## src/rtl/ifetch_responder_if.sv

```systemverilog
// Fetch-side and memory-side handshake bundle for ifetch_responder.
// The slave modport is the responder's view; the master modport is the view
// of whoever drives requests and plays the memory (CPU front end plus memory).
interface ifetch_responder_if;
  // Fetch request channel
  logic        valid;
  logic [31:0] iaddr;
  logic        uncached;
  logic        addr_ok;
  logic        cancel;

  // Fetch response channel
  logic        data_ok;
  logic [31:0] rdata;
  logic [31:0] resp_addr;
  logic        resp_ready;

  // Memory address channel
  logic        mem_req;
  logic [31:0] mem_addr;
  logic        mem_uncached;
  logic        mem_gnt;

  // Memory data channel (in order, no backpressure)
  logic        mem_rvalid;
  logic [31:0] mem_rdata;

  modport slave (
    input  valid, iaddr, uncached, cancel, resp_ready,
    input  mem_gnt, mem_rvalid, mem_rdata,
    output addr_ok, data_ok, rdata, resp_addr,
    output mem_req, mem_addr, mem_uncached
  );

  modport master (
    output valid, iaddr, uncached, cancel, resp_ready,
    output mem_gnt, mem_rvalid, mem_rdata,
    input  addr_ok, data_ok, rdata, resp_addr,
    input  mem_req, mem_addr, mem_uncached
  );
endinterface

```

## src/rtl/ifetch_responder.sv

```systemverilog
// Instruction-fetch responder: forwards fetch requests to memory, tracks up
// to DEPTH outstanding fetches in an in-order FIFO, and returns words to the
// consumer in request order. A flush marks outstanding fetches as cancelled;
// their data is still absorbed from memory and then silently discarded.
module ifetch_responder #(
  parameter int unsigned DEPTH = 2
) (
  input  logic              clk,
  input  logic              rst,
  ifetch_responder_if.slave io_bus
);

  localparam int unsigned PW = (DEPTH > 1) ? $clog2(DEPTH) : 1;
  localparam int unsigned CW = $clog2(DEPTH + 1);
  localparam int unsigned AW = 32;
  localparam int unsigned DW = 32;

  // Tracking FIFO storage
  logic [AW-1:0]    r_addr [DEPTH];
  logic [DW-1:0]    r_data [DEPTH];
  logic [DEPTH-1:0] r_canc;
  logic [DEPTH-1:0] r_has;
  logic [PW-1:0]    r_head;
  logic [PW-1:0]    r_tail;
  logic [CW-1:0]    r_cnt;

  // Control wires
  logic             w_full;
  logic             w_mem_req;
  logic             w_addr_ok;
  logic             w_push;
  logic             w_head_occ;
  logic             w_head_has;
  logic             w_head_canc;
  logic             w_data_ok;
  logic             w_pop;
  logic [DEPTH-1:0] w_occ;
  logic             w_wr_hit;
  logic [PW-1:0]    w_wr_idx;
  logic             w_wr_en;

  // Advance a FIFO pointer, wrapping at DEPTH (DEPTH need not be a power of two)
  function automatic logic [PW-1:0] f_inc(input logic [PW-1:0] p);
    if (32'(p) == DEPTH - 1) begin
      return '0;
    end
    return p + PW'(1);
  endfunction

  // Request side: accept only while a tracking slot is free at the start of the cycle
  assign w_full     = (r_cnt == CW'(DEPTH));
  assign w_mem_req  = io_bus.valid & ~io_bus.cancel & ~rst & ~w_full;
  assign w_addr_ok  = w_mem_req & io_bus.mem_gnt;
  assign w_push     = io_bus.valid & w_addr_ok;

  // Response side: only registered head state reaches data_ok/rdata
  assign w_head_occ  = (r_cnt != '0);
  assign w_head_has  = r_has[r_head];
  assign w_head_canc = r_canc[r_head];
  assign w_data_ok   = w_head_occ & w_head_has & ~w_head_canc & ~io_bus.cancel & ~rst;
  assign w_pop       = (w_data_ok & io_bus.resp_ready) |
                       (w_head_occ & w_head_canc & w_head_has);

  // Return data lands in the oldest occupied entry still waiting for its word
  assign w_wr_en = io_bus.mem_rvalid & w_wr_hit;

  assign io_bus.mem_req      = w_mem_req;
  assign io_bus.mem_addr     = io_bus.iaddr;
  assign io_bus.mem_uncached = io_bus.uncached;
  assign io_bus.addr_ok      = w_addr_ok;
  assign io_bus.data_ok      = w_data_ok;
  assign io_bus.rdata        = r_data[r_head];
  assign io_bus.resp_addr    = r_addr[r_head];

  // Walk the FIFO from head: build the occupancy mask and find the data-write target
  always_comb begin
    int unsigned v_slot;
    v_slot   = 0;
    w_occ    = '0;
    w_wr_hit = 1'b0;
    w_wr_idx = '0;
    for (int unsigned k = 0; k < DEPTH; k++) begin
      v_slot = 32'(r_head) + k;
      if (v_slot >= DEPTH) begin
        v_slot = v_slot - DEPTH;
      end
      if (k < 32'(r_cnt)) begin
        w_occ[PW'(v_slot)] = 1'b1;
        if (!w_wr_hit && !r_has[PW'(v_slot)]) begin
          w_wr_hit = 1'b1;
          w_wr_idx = PW'(v_slot);
        end
      end
    end
  end

  // Pointer and occupancy bookkeeping; push, data-write and pop may all coincide
  always_ff @(posedge clk) begin
    if (rst) begin
      r_head <= '0;
      r_tail <= '0;
      r_cnt  <= '0;
    end else begin
      if (w_push) begin
        r_tail <= f_inc(r_tail);
      end
      if (w_pop) begin
        r_head <= f_inc(r_head);
      end
      r_cnt <= r_cnt + CW'(w_push) - CW'(w_pop);
    end
  end

  // Per-entry flags: a flush marks every occupied entry; a push starts a fresh entry
  always_ff @(posedge clk) begin
    if (rst) begin
      r_canc <= '0;
      r_has  <= '0;
    end else begin
      if (io_bus.cancel) begin
        r_canc <= r_canc | w_occ;
      end
      if (w_wr_en) begin
        r_has[w_wr_idx] <= 1'b1;
      end
      if (w_push) begin
        r_canc[r_tail] <= 1'b0;
        r_has[r_tail]  <= 1'b0;
      end
    end
  end

  // Entry payloads: address captured on accept, instruction word on return
  always_ff @(posedge clk) begin
    if (rst) begin
      for (int unsigned k = 0; k < DEPTH; k++) begin
        r_addr[k] <= '0;
        r_data[k] <= '0;
      end
    end else begin
      if (w_wr_en) begin
        r_data[w_wr_idx] <= io_bus.mem_rdata;
      end
      if (w_push) begin
        r_addr[r_tail] <= io_bus.iaddr;
      end
    end
  end

endmodule
```

## src/flat_wrapper.sv

```systemverilog
// flat-port wrapper written by rule: the top's interface ports become plain ports
module ifetch_responder_flat 
#(
  parameter int unsigned DEPTH = 2
)
  (clk, rst, io_bus_valid, io_bus_iaddr, io_bus_uncached, io_bus_cancel, io_bus_resp_ready, io_bus_mem_gnt, io_bus_mem_rvalid, io_bus_mem_rdata, io_bus_addr_ok, io_bus_data_ok, io_bus_rdata, io_bus_resp_addr, io_bus_mem_req, io_bus_mem_addr, io_bus_mem_uncached);
  ifetch_responder_if io_bus_i ();
  input  logic clk;
  input  logic rst;
  input wire logic [$bits(io_bus_i.valid)-1:0] io_bus_valid;
  input wire logic [$bits(io_bus_i.iaddr)-1:0] io_bus_iaddr;
  input wire logic [$bits(io_bus_i.uncached)-1:0] io_bus_uncached;
  input wire logic [$bits(io_bus_i.cancel)-1:0] io_bus_cancel;
  input wire logic [$bits(io_bus_i.resp_ready)-1:0] io_bus_resp_ready;
  input wire logic [$bits(io_bus_i.mem_gnt)-1:0] io_bus_mem_gnt;
  input wire logic [$bits(io_bus_i.mem_rvalid)-1:0] io_bus_mem_rvalid;
  input wire logic [$bits(io_bus_i.mem_rdata)-1:0] io_bus_mem_rdata;
  output wire logic [$bits(io_bus_i.addr_ok)-1:0] io_bus_addr_ok;
  output wire logic [$bits(io_bus_i.data_ok)-1:0] io_bus_data_ok;
  output wire logic [$bits(io_bus_i.rdata)-1:0] io_bus_rdata;
  output wire logic [$bits(io_bus_i.resp_addr)-1:0] io_bus_resp_addr;
  output wire logic [$bits(io_bus_i.mem_req)-1:0] io_bus_mem_req;
  output wire logic [$bits(io_bus_i.mem_addr)-1:0] io_bus_mem_addr;
  output wire logic [$bits(io_bus_i.mem_uncached)-1:0] io_bus_mem_uncached;
  assign io_bus_i.valid = io_bus_valid;
  assign io_bus_i.iaddr = io_bus_iaddr;
  assign io_bus_i.uncached = io_bus_uncached;
  assign io_bus_i.cancel = io_bus_cancel;
  assign io_bus_i.resp_ready = io_bus_resp_ready;
  assign io_bus_i.mem_gnt = io_bus_mem_gnt;
  assign io_bus_i.mem_rvalid = io_bus_mem_rvalid;
  assign io_bus_i.mem_rdata = io_bus_mem_rdata;
  assign io_bus_addr_ok = io_bus_i.addr_ok;
  assign io_bus_data_ok = io_bus_i.data_ok;
  assign io_bus_rdata = io_bus_i.rdata;
  assign io_bus_resp_addr = io_bus_i.resp_addr;
  assign io_bus_mem_req = io_bus_i.mem_req;
  assign io_bus_mem_addr = io_bus_i.mem_addr;
  assign io_bus_mem_uncached = io_bus_i.mem_uncached;
  ifetch_responder #(.DEPTH(DEPTH)) u_core (.clk(clk), .rst(rst), .io_bus(io_bus_i));
endmodule
```

## config.mk

```make
export PLATFORM = sky130hd
export DESIGN_NAME = ifetch_responder_flat
export DESIGN_NICKNAME = d
export VERILOG_FILES = /design/src/rtl/ifetch_responder_if.sv /design/src/rtl/ifetch_responder.sv /design/src/flat_wrapper.sv
export SDC_FILE = /design/constraint.sdc
export NUM_CORES = 1
export LEC_CHECK = 0
export CAP_MARGIN = 20
export CORE_MARGIN = 10
export CORE_UTILIZATION = 53
export DETAILED_ROUTE_END_ITERATION = 10
export PLACE_DENSITY = 0.86
export SKIP_CTS_REPAIR_TIMING = 1
export SKIP_LAST_GASP = 1
export SLEW_MARGIN = 20
export SYNTH_ARGS = -nofsm -noshare
export SYNTH_HDL_FRONTEND = slang
export SYNTH_SLANG_ARGS = --single-unit
export TNS_END_PERCENT = 1
```

## constraint.sdc

```tcl
create_clock -name clk -period 5.47 [get_ports clk]
set_clock_uncertainty 0.1 [all_clocks]
set_input_delay 1.094 -clock clk [delete_from_list [all_inputs] [get_ports clk]]
set_output_delay 1.094 -clock clk [all_outputs]
set_load 0.05 [all_outputs]
```

==> results of run 1 <==
==> worst max-delay path: stages <==
cell	delay, ns
clkdlybuf4s50_1	0.48
nand2b_1	0.31
nor4b_1	0.29
clkdlybuf4s50_1	0.85
==> cell usage after synthesis (all sizes together), types with 2 or more instances <==
cell type and count:
a211oi 5, mux2i 2, and2 66, nor4 2, inv 3, nand2b 37
nor2 68, or2 2, clkbuf 14, buf 47, o21ai 3, o211ai 2
nor4b 2, nor2b 4, mux2 66, nor3 3, nand2 2, dfxtp 9
edfxtp 128, or3b 2
==> state kept, by name, indices dropped and copies added, names as in the netlist, named ones only <==
name	flops
u_core.r_canc	2
u_core.r_has	2
u_core.r_data	64
u_core.r_head	1
u_core.r_cnt	2
u_core.r_addr	64
u_core.r_tail	1
==> power groups by stage <==
stage	combinational (mW)	clock [mW]	sequential [mW]
detailed placement	0.412	0	1.23
global placement	0.406	0	1.23
floorplan	0.266	0	1.23
finish	0.410	1.12	1.21
CTS	0.414	1.14	1.21
global route	0.429	1.18	1.22
==> per-layer routing <==
layer  part of all wire, %  vias to the layer above  GRT usage, %
li1                      -                     1919             -
met1                    36                     2000          18.7
met2                    55                      124          31.5
met3                   6.1                       28          5.03
met4                   2.8                        0          8.60
met5                     0                        -             0
==> cell families (layout without fill, tap and decap cells) <==
| group | after synthesis | count (layout) | synth area share, % |
|---|---|---|---|
| XOR/XNOR | 1 | 1 | 0.137 |
| multiplexers | 68 | 68 | 11.9 |
| buffers and inverters | 64 | 215 | 6.06 |
| AND/OR/NAND/NOR | 192 | 192 | 16.8 |
| flip-flops | 137 | 137 | 62.9 |
| adder cells (fa/ha/maj) | 1 | 1 | 0.195 |
| AO/OA/AOI/OAI | 16 | 16 | 2.05 |
==> metrics by stage <==
| stage | std cells | hold WS [ns] | cell area, sq um |
|---|---|---|---|
| CTS | 777 | 0.376 | 8560 |
| detailed placement | 745 | 0.367 | 7980 |
| global route | 777 | 0.395 | 8560 |
| finish | 777 | 0.376 | 8560 |
| global placement | 745 | 0.345 | 7980 |
| floorplan | 479 | 0.332 | 6400 |
==> path summary, 6_finish.rpt <==
path	startpoint	end	slack (ns)
setup / recovery	io_bus_cancel	io_bus_addr_ok	1.25
hold reg to reg	u_core.r_canc[0]	u_core.r_canc[0]	0.38
hold / removal	u_core.r_canc[0]	u_core.r_canc[0]	0.38
setup reg to reg	u_core.r_head	u_core.r_cnt[1]	3.02
==> layout make-up <==
type | instances | area [sq um] | area share (%)
sequential | 137 | 4030 | 47.0
multi-input combinational | 278 | 1990 | 23.2
timing repair buffer | 180 | 1770 | 20.7
clock buffer | 17 | 425 | 4.97
tap | 147 | 184 | 2.15
clock inverter | 15 | 158 | 1.84
inverter | 3 | 11.3 | 0.132
==> flow_summary.json, run 1 <==
{
  "hold-path-cell-count": 2,
  "synth_flop_cell": "edfxtp_1",
  "cp_max_fo": 5,
  "first_global_vias": 4321,
  "required_ns": 4.28,
  "leakagePower_nw": 3.10,
  "worstMarginPinSlew_ns": 0.772,
  "yosysWarnings": 0,
  "power_density_nw_per_um2": 320,
  "synth_top_area_cell": "edfxtp_1",
  "gp_congestion": 0.751,
  "grt.total_usage_pct": 17.6,
  "grt_max_degree": 47,
  "fmax_mhz": 237,
  "place_ws_ns": 1.24,
  "fin_crit_sh_pct": 77.1,
  "layout_common_cells": "clkdlybuf4s50_1 (168), edfxtp_1 (128), nor2_1 (68), and2_1 (66), mux2_2 (64)",
  "syn_area_per_cell_sq_um": 13.4,
  "antenna_found_initial": 0,
  "setup_violations": 0,
  "cp.arrival_ns": 3.02,
  "numCtsBuffers": 17,
  "ys_seq_elements": 137,
  "die_w_microns": 130,
  "overflow": 0,
  "synthTopCellsByArea": "edfxtp_1 (60%), mux2_2 (11%), and2_1 (6.5%)",
  "ant_nets": 0,
  "cts.sink_count": 137,
  "syn_nets": 552,
  "irDropWorstVdd_mv": 0.170,
  "ctsHtreeMaxLevel": 4,
  "netlist.area_leader.share_pct": 60.1,
  "wl_microns": 14900,
  "syn_area_sq_um": 6400,
  "rsz0062_at_grt": "no",
  "drc_errors": 0,
  "layout_commonest_cell": "clkdlybuf4s50_1",
  "ys_types": 39,
  "hold_path.class": "reg2reg",
  "async_flop_share_pct": 0,
  "status": "complete, no violations",
  "clk_pin_slew_ns": 0.06,
  "nets": 690,
  "p_int_mw": 2.06,
  "syn_inst": 479,
  "clock_latency_ns": 0.41,
  "clock_power_share_pct": 40.8,
  "first_iter_violations": 278,
  "fin_ws_ns": 1.25,
  "switchingPower_uw": 683,
  "setup.worst_path.class": "in2out",
  "vias": 4071,
  "hold_viol": 0,
  "antenna_cells": 0,
  "cp-end-kind": "output pin",
  "cts_tree": "yes",
  "root_buffer": "clkbuf_16",
  "portBuffers": 169,
  "synth_edf_count": 128,
  "rows": 40,
  "first_pass_iters": 4,
  "yosysSeqAreaShare_pct": 62.9,
  "start_util_pct": 53.7,
  "slew_headroom_pct": 48.5,
  "drive_above_1_share_pct": 17.5,
  "die-area_sq_um": 16900,
  "power_mw": 2.74,
  "period_needed_ns": 4.22,
  "area_growth_pct": 33.8,
  "routedWlPerCell_microns": 19.1,
  "start_kind": "primary input",
  "finish.utilization_pct": 71.9,
  "cap_violations": 0,
  "seqPwrFrac_pct": 44.2,
  "coreArea_sq_um": 11900,
  "power_frac_comb_pct": 15.0,
  "grt_pass1_wl_microns": 22800,
  "ios": 172,
  "finalSetupTns_ns": 0,
  "num-fill-cells": 814,
  "cts_buffer_depth": 2,
  "slew_violations": 0,
  "reg2regPathDepth": 7,
  "chipHeight_microns": 130,
  "swShare_pct": 24.9,
  "dp_hpwl_microns": 10200,
  "vias_per_cell": 5.24
}
Note: power is estimated with default switching activity, not from simulation.
==> run 2, diff against run 1 <==
CORE_UTILIZATION = 49   (was 53)
PLACE_DENSITY = 0.81   (was 0.86)
clock period = 3.9 ns   (was 5.47 ns; I/O delays follow)
==> run 2 against run 1 <==
Effect of this change: global-route usage decreased by 0.87 points; sequential share of layout area decreased by 0.51 points; combinational power increased by 41%; hold slack improved by 0.0031 ns; via count decreased by 0.49%; sequential cell count unchanged; largest cell class unchanged; total power increased by 46%; critical path depth unchanged; sequential power increased by 40%; highest routed layer unchanged.
==> flow_summary.json, run 2 (synthesized netlist as in run 1, its figures left out) <==
{
  "status": "complete, no violations",
  "vias": 4051,
  "swShare_pct": 24.2,
  "routedWlPerCell_microns": 19.0,
  "slew_headroom_pct": 60.3,
  "setup.worst_path.class": "in2out",
  "grt_busiest_layer": "met2",
  "ctsHtreeMaxLevel": 4,
  "grt.total_usage_pct": 16.8,
  "clock_latency_ns": 0.40,
  "grt_max_degree": 56,
  "wl_microns": 15200,
  "cts_tree": "yes",
  "stdcell_area_sq_um": 8650,
  "layout_common_cells": "clkdlybuf4s50_1 (167), edfxtp_1 (128), nor2_1 (68), and2_1 (66), mux2_2 (64)",
  "seqPwrFrac_pct": 42.6,
  "finish.utilization_pct": 68.0,
  "grt_use_met2_pct": 30.2,
  "die-area_sq_um": 18000,
  "met3_usage_pct": 5.23,
  "nets": 689,
  "vias_per_cell": 5.06,
  "switchingPower_uw": 968,
  "start_util_pct": 50.3,
  "clk_pin_slew_ns": 0.06,
  "fmax_mhz": 288,
  "dpl_cell_area_sq_um": 8020,
  "ios": 172,
  "ant_nets": 0,
  "portBuffers": 169,
  "first_iter_violations": 230,
  "cp-end-kind": "output pin",
  "fin_crit_sh_pct": 89.1,
  "rsz0062_at_grt": "no",
  "die_w_microns": 134,
  "power_mw": 3.99,
  "gp_congestion": 0.740,
  "drc_errors": 0,
  "grtUsageMet1_pct": 17.8,
  "cts_buffer_depth": 2,
  "cp_max_fo": 5,
  "power_frac_comb_pct": 14.5,
  "numCtsBuffers": 17,
  "grt_pass1_wl_microns": 23700,
  "area_growth_pct": 35.2,
  "leakagePower_nw": 3.12,
  "overflow": 0,
  "period_needed_ns": 3.47,
  "drive_above_1_share_pct": 17.8,
  "irDropWorstVdd_mv": 0.250,
  "cap_violations": 0,
  "clock_power_share_pct": 43.0,
  "start_kind": "primary input",
  "coreArea_sq_um": 12700,
  "required_ns": 3.02,
  "slew_violations": 0,
  "worstMarginPinSlew_ns": 0.596,
  "antenna_found_initial": 0,
  "antenna_cells": 0,
  "dp_hpwl_microns": 10200,
  "p_int_mw": 3.02,
  "chipHeight_microns": 134,
  "hold_path.class": "reg2reg",
  "first_pass_iters": 4,
  "first_global_vias": 4422,
  "hold_viol": 0,
  "rows": 41,
  "setup_violations": 0,
  "root_buffer": "clkbuf_16",
  "layout_commonest_cell": "clkdlybuf4s50_1",
  "finalSetupTns_ns": 0,
  "top_regs": "u_core.r_addr x64, u_core.r_data x64",
  "cp.arrival_ns": 2.59,
  "cts.sink_count": 137,
  "power_density_nw_per_um2": 461
}
## run 2: critical path: stages
cell and delay [ns]:
clkdlybuf4s50_1 0.48, nand2b_1 0.30, nor3_1 0.19, clkdlybuf4s50_1 0.84
## run 2: power by group through the flow
stage	logic [mW]	registers, mW	clock network [mW]
2_1_floorplan	0.372	1.72	0
3_3_place_gp	0.573	1.72	0
3_5_place_dp	0.580	1.73	0
4_1_cts	0.584	1.70	1.74
5_1_grt	0.603	1.71	1.80
6_report	0.577	1.70	1.71
## run 2: layout make-up
cell class              count  area (sq um)
clock inverters            13           201
well taps                 172           215
repair buffers            179          1780
fillers                   947          4070
multi-input cells         278          1990
flip-flops and latches    137          4030
clock buffers              18           429
inverters                   3          11.3
## run 2: layer usage
metal  vias up  routed length [microns]  part of all wire, %
met5         -                        0                    0
met3        19                      751                  4.9
met4         0                      311                  2.0
met1      1994                     5840                   38
met2       120                     8300                   55
li1       1918                        -                    -
## run 2: path summary, 6_finish.rpt
check	start	cells past startpoint	slack, ns	end
worst max-delay path	io_bus_cancel	4	0.43	io_bus_mem_req
worst min-delay path	u_core.r_canc[0]	2	0.38	u_core.r_canc[0]
worst max register to register	u_core.r_head	7	1.43	u_core.r_cnt[1]
worst min register to register	u_core.r_canc[0]	2	0.38	u_core.r_canc[0]
## run 2: through the flow
stage	instances	setup slack (ns)	hold slack, ns
after detailed placement	769	0.400	0.374
after CTS	800	0.390	0.382
after global placement	769	0.470	0.347
after global routing	800	0.267	0.403
final	800	0.426	0.379
after floorplan	479	0.0767	0.332
==> run 3, diff against run 2 <==
CORE_ASPECT_RATIO = 0.8   (was default)
HOLD_SLACK_MARGIN = 0.15   (was default)
==> run 3 against run 2 <==
Effect of this change: utilization down 0.56 points; critical path type is now reg2out; via count decreased by 0.89%; largest power group is now sequential cells; largest cell class unchanged; setup slack lost 0.038 ns; highest routed layer unchanged; global-route usage fell by 0.51 points.
==> flow_summary.json, run 3 (synthesized netlist as in run 1, its figures left out) <==
{
  "status": "complete, no violations",
  "required_ns": 3.02,
  "worstMarginPinSlew_ns": 0.534,
  "finalSetupTns_ns": 0,
  "slew_violations": 0,
  "period_needed_ns": 3.51,
  "num-fill-cells": 918,
  "area_growth_pct": 35.2,
  "routedWlPerCell_microns": 18.3,
  "first_iter_violations": 224,
  "worstHoldStart": "u_core.r_canc[0]",
  "irDropWorstVdd_mv": 0.307,
  "max_stage_delay_ns": 0.85,
  "layout_commonest_cell": "clkdlybuf4s50_1",
  "wl_microns": 14700,
  "cp-end-kind": "output pin",
  "vias": 4015,
  "grt.total_usage_pct": 16.3,
  "hold_path.class": "reg2reg",
  "portBuffers": 169,
  "fin_crit_sh_pct": 90.1,
  "fmax_mhz": 285,
  "cts_tree": "yes",
  "worstPathBufferInverterCount": 1,
  "dp.cells": 772,
  "top_regs": "u_core.r_addr x64, u_core.r_data x64",
  "cts.sink_count": 137,
  "layout_common_cells": "clkdlybuf4s50_1 (167), edfxtp_1 (128), nor2_1 (68), and2_1 (66), mux2_2 (64)",
  "cts_buffer_depth": 2,
  "ant_nets": 0,
  "power_density_nw_per_um2": 460,
  "path_cells": "mux2i_1, nand2_1, nor3_1, clkdlybuf4s50_1",
  "slew_headroom_pct": 63.4,
  "cap_violations": 0,
  "setup.worst_path.class": "reg2out",
  "stdcell_area_sq_um": 8650,
  "grt_pass1_wl_microns": 23300,
  "coreArea_sq_um": 12800,
  "first_global_vias": 4564,
  "overflow": 0,
  "hold_viol": 0,
  "dp_hpwl_microns": 9860,
  "crit_family": "buffers and inverters",
  "leakagePower_nw": 3.13,
  "nets": 689,
  "clock_latency_ns": 0.41,
  "fin_cells": 804,
  "clock_power_share_pct": 42.8,
  "switchingPower_uw": 994,
  "ios": 172,
  "p_int_mw": 2.98,
  "drive_above_1_share_pct": 18.3,
  "vias_per_cell": 4.99,
  "first_pass_iters": 4,
  "start_util_pct": 49.9,
  "rsz0062_at_grt": "no",
  "dpl_cell_area_sq_um": 8020,
  "die-area_sq_um": 18100,
  "start_kind": "register",
  "gp_congestion": 0.725,
  "antenna_found_initial": 0,
  "drc_errors": 0,
  "clk_pin_slew_ns": 0.06,
  "chipHeight_microns": 122,
  "numCtsBuffers": 17,
  "die_w_microns": 148,
  "antenna_cells": 0,
  "cp_max_fo": 8,
  "swShare_pct": 25.0,
  "setup_violations": 0,
  "grt_max_degree": 57,
  "rows": 37,
  "root_buffer": "clkbuf_16",
  "startpoint": "u_core.r_head",
  "power_frac_comb_pct": 14.4,
  "seqPwrFrac_pct": 42.7,
  "ctsHtreeMaxLevel": 4,
  "cp.arrival_ns": 2.63,
  "slowest_stage": "clkdlybuf4s50_1",
  "rr_startpoint": "u_core.r_head"
}
-- run 3: final timing paths --
check,cells past startpoint,slack (ns),to
hold / removal,2,0.39,u_core.r_canc[0]
hold reg to reg,2,0.39,u_core.r_canc[0]
setup / recovery,4,0.39,io_bus_data_ok
setup reg to reg,7,1.33,u_core.r_cnt[1]
-- run 3: power groups by stage --
stage	combinational [mW]	sequential (mW)	clock (mW)
global route	0.604	1.71	1.80
finish	0.574	1.70	1.70
detailed placement	0.577	1.73	0
global placement	0.572	1.72	0
floorplan	0.372	1.72	0
CTS	0.581	1.70	1.73
-- run 3: worst min-delay path, stage by stage (launching register included) --
cell and delay, ns:
dfxtp_1 0.32, inv_1 0.06, a211oi_1 0.06
-- run 3: final cells by class --
class                      instances  area (sq um)  share of cell area, %
multi-input combinational        278          1990                   23.0
clock buffer                      18           429                   4.96
inverter                           3          11.3                  0.130
timing repair buffer             179          1770                   20.5
clock inverter                    14           208                   2.40
tap                              175           219                   2.53
sequential                       137          4030                   46.5
-- run 3: through the flow --
stage          hold slack [ns]  power [mW]  utilization [%]  worst slack (ns)
6_report                 0.388        3.98             67.5             0.387
5_1_grt                  0.418        4.11             67.5             0.252
4_1_cts                  0.382        4.01             67.5             0.364
3_5_place_dp             0.371        2.31             62.5             0.439
3_3_place_gp             0.346        2.30             62.5             0.473
2_1_floorplan            0.332        2.09                -            0.0767
-- run 3: per-layer routing --
layer  wire length [microns]  part of all wire (%)  up-vias  GRT usage (%)
li1                        -                     -     1922              -
met1                    5850                    40     1969           17.8
met2                    7820                    53      102           29.4
met3                     726                   4.9       22           4.41
met4                     304                   2.1        0           6.86
met5                       0                     0        -              0
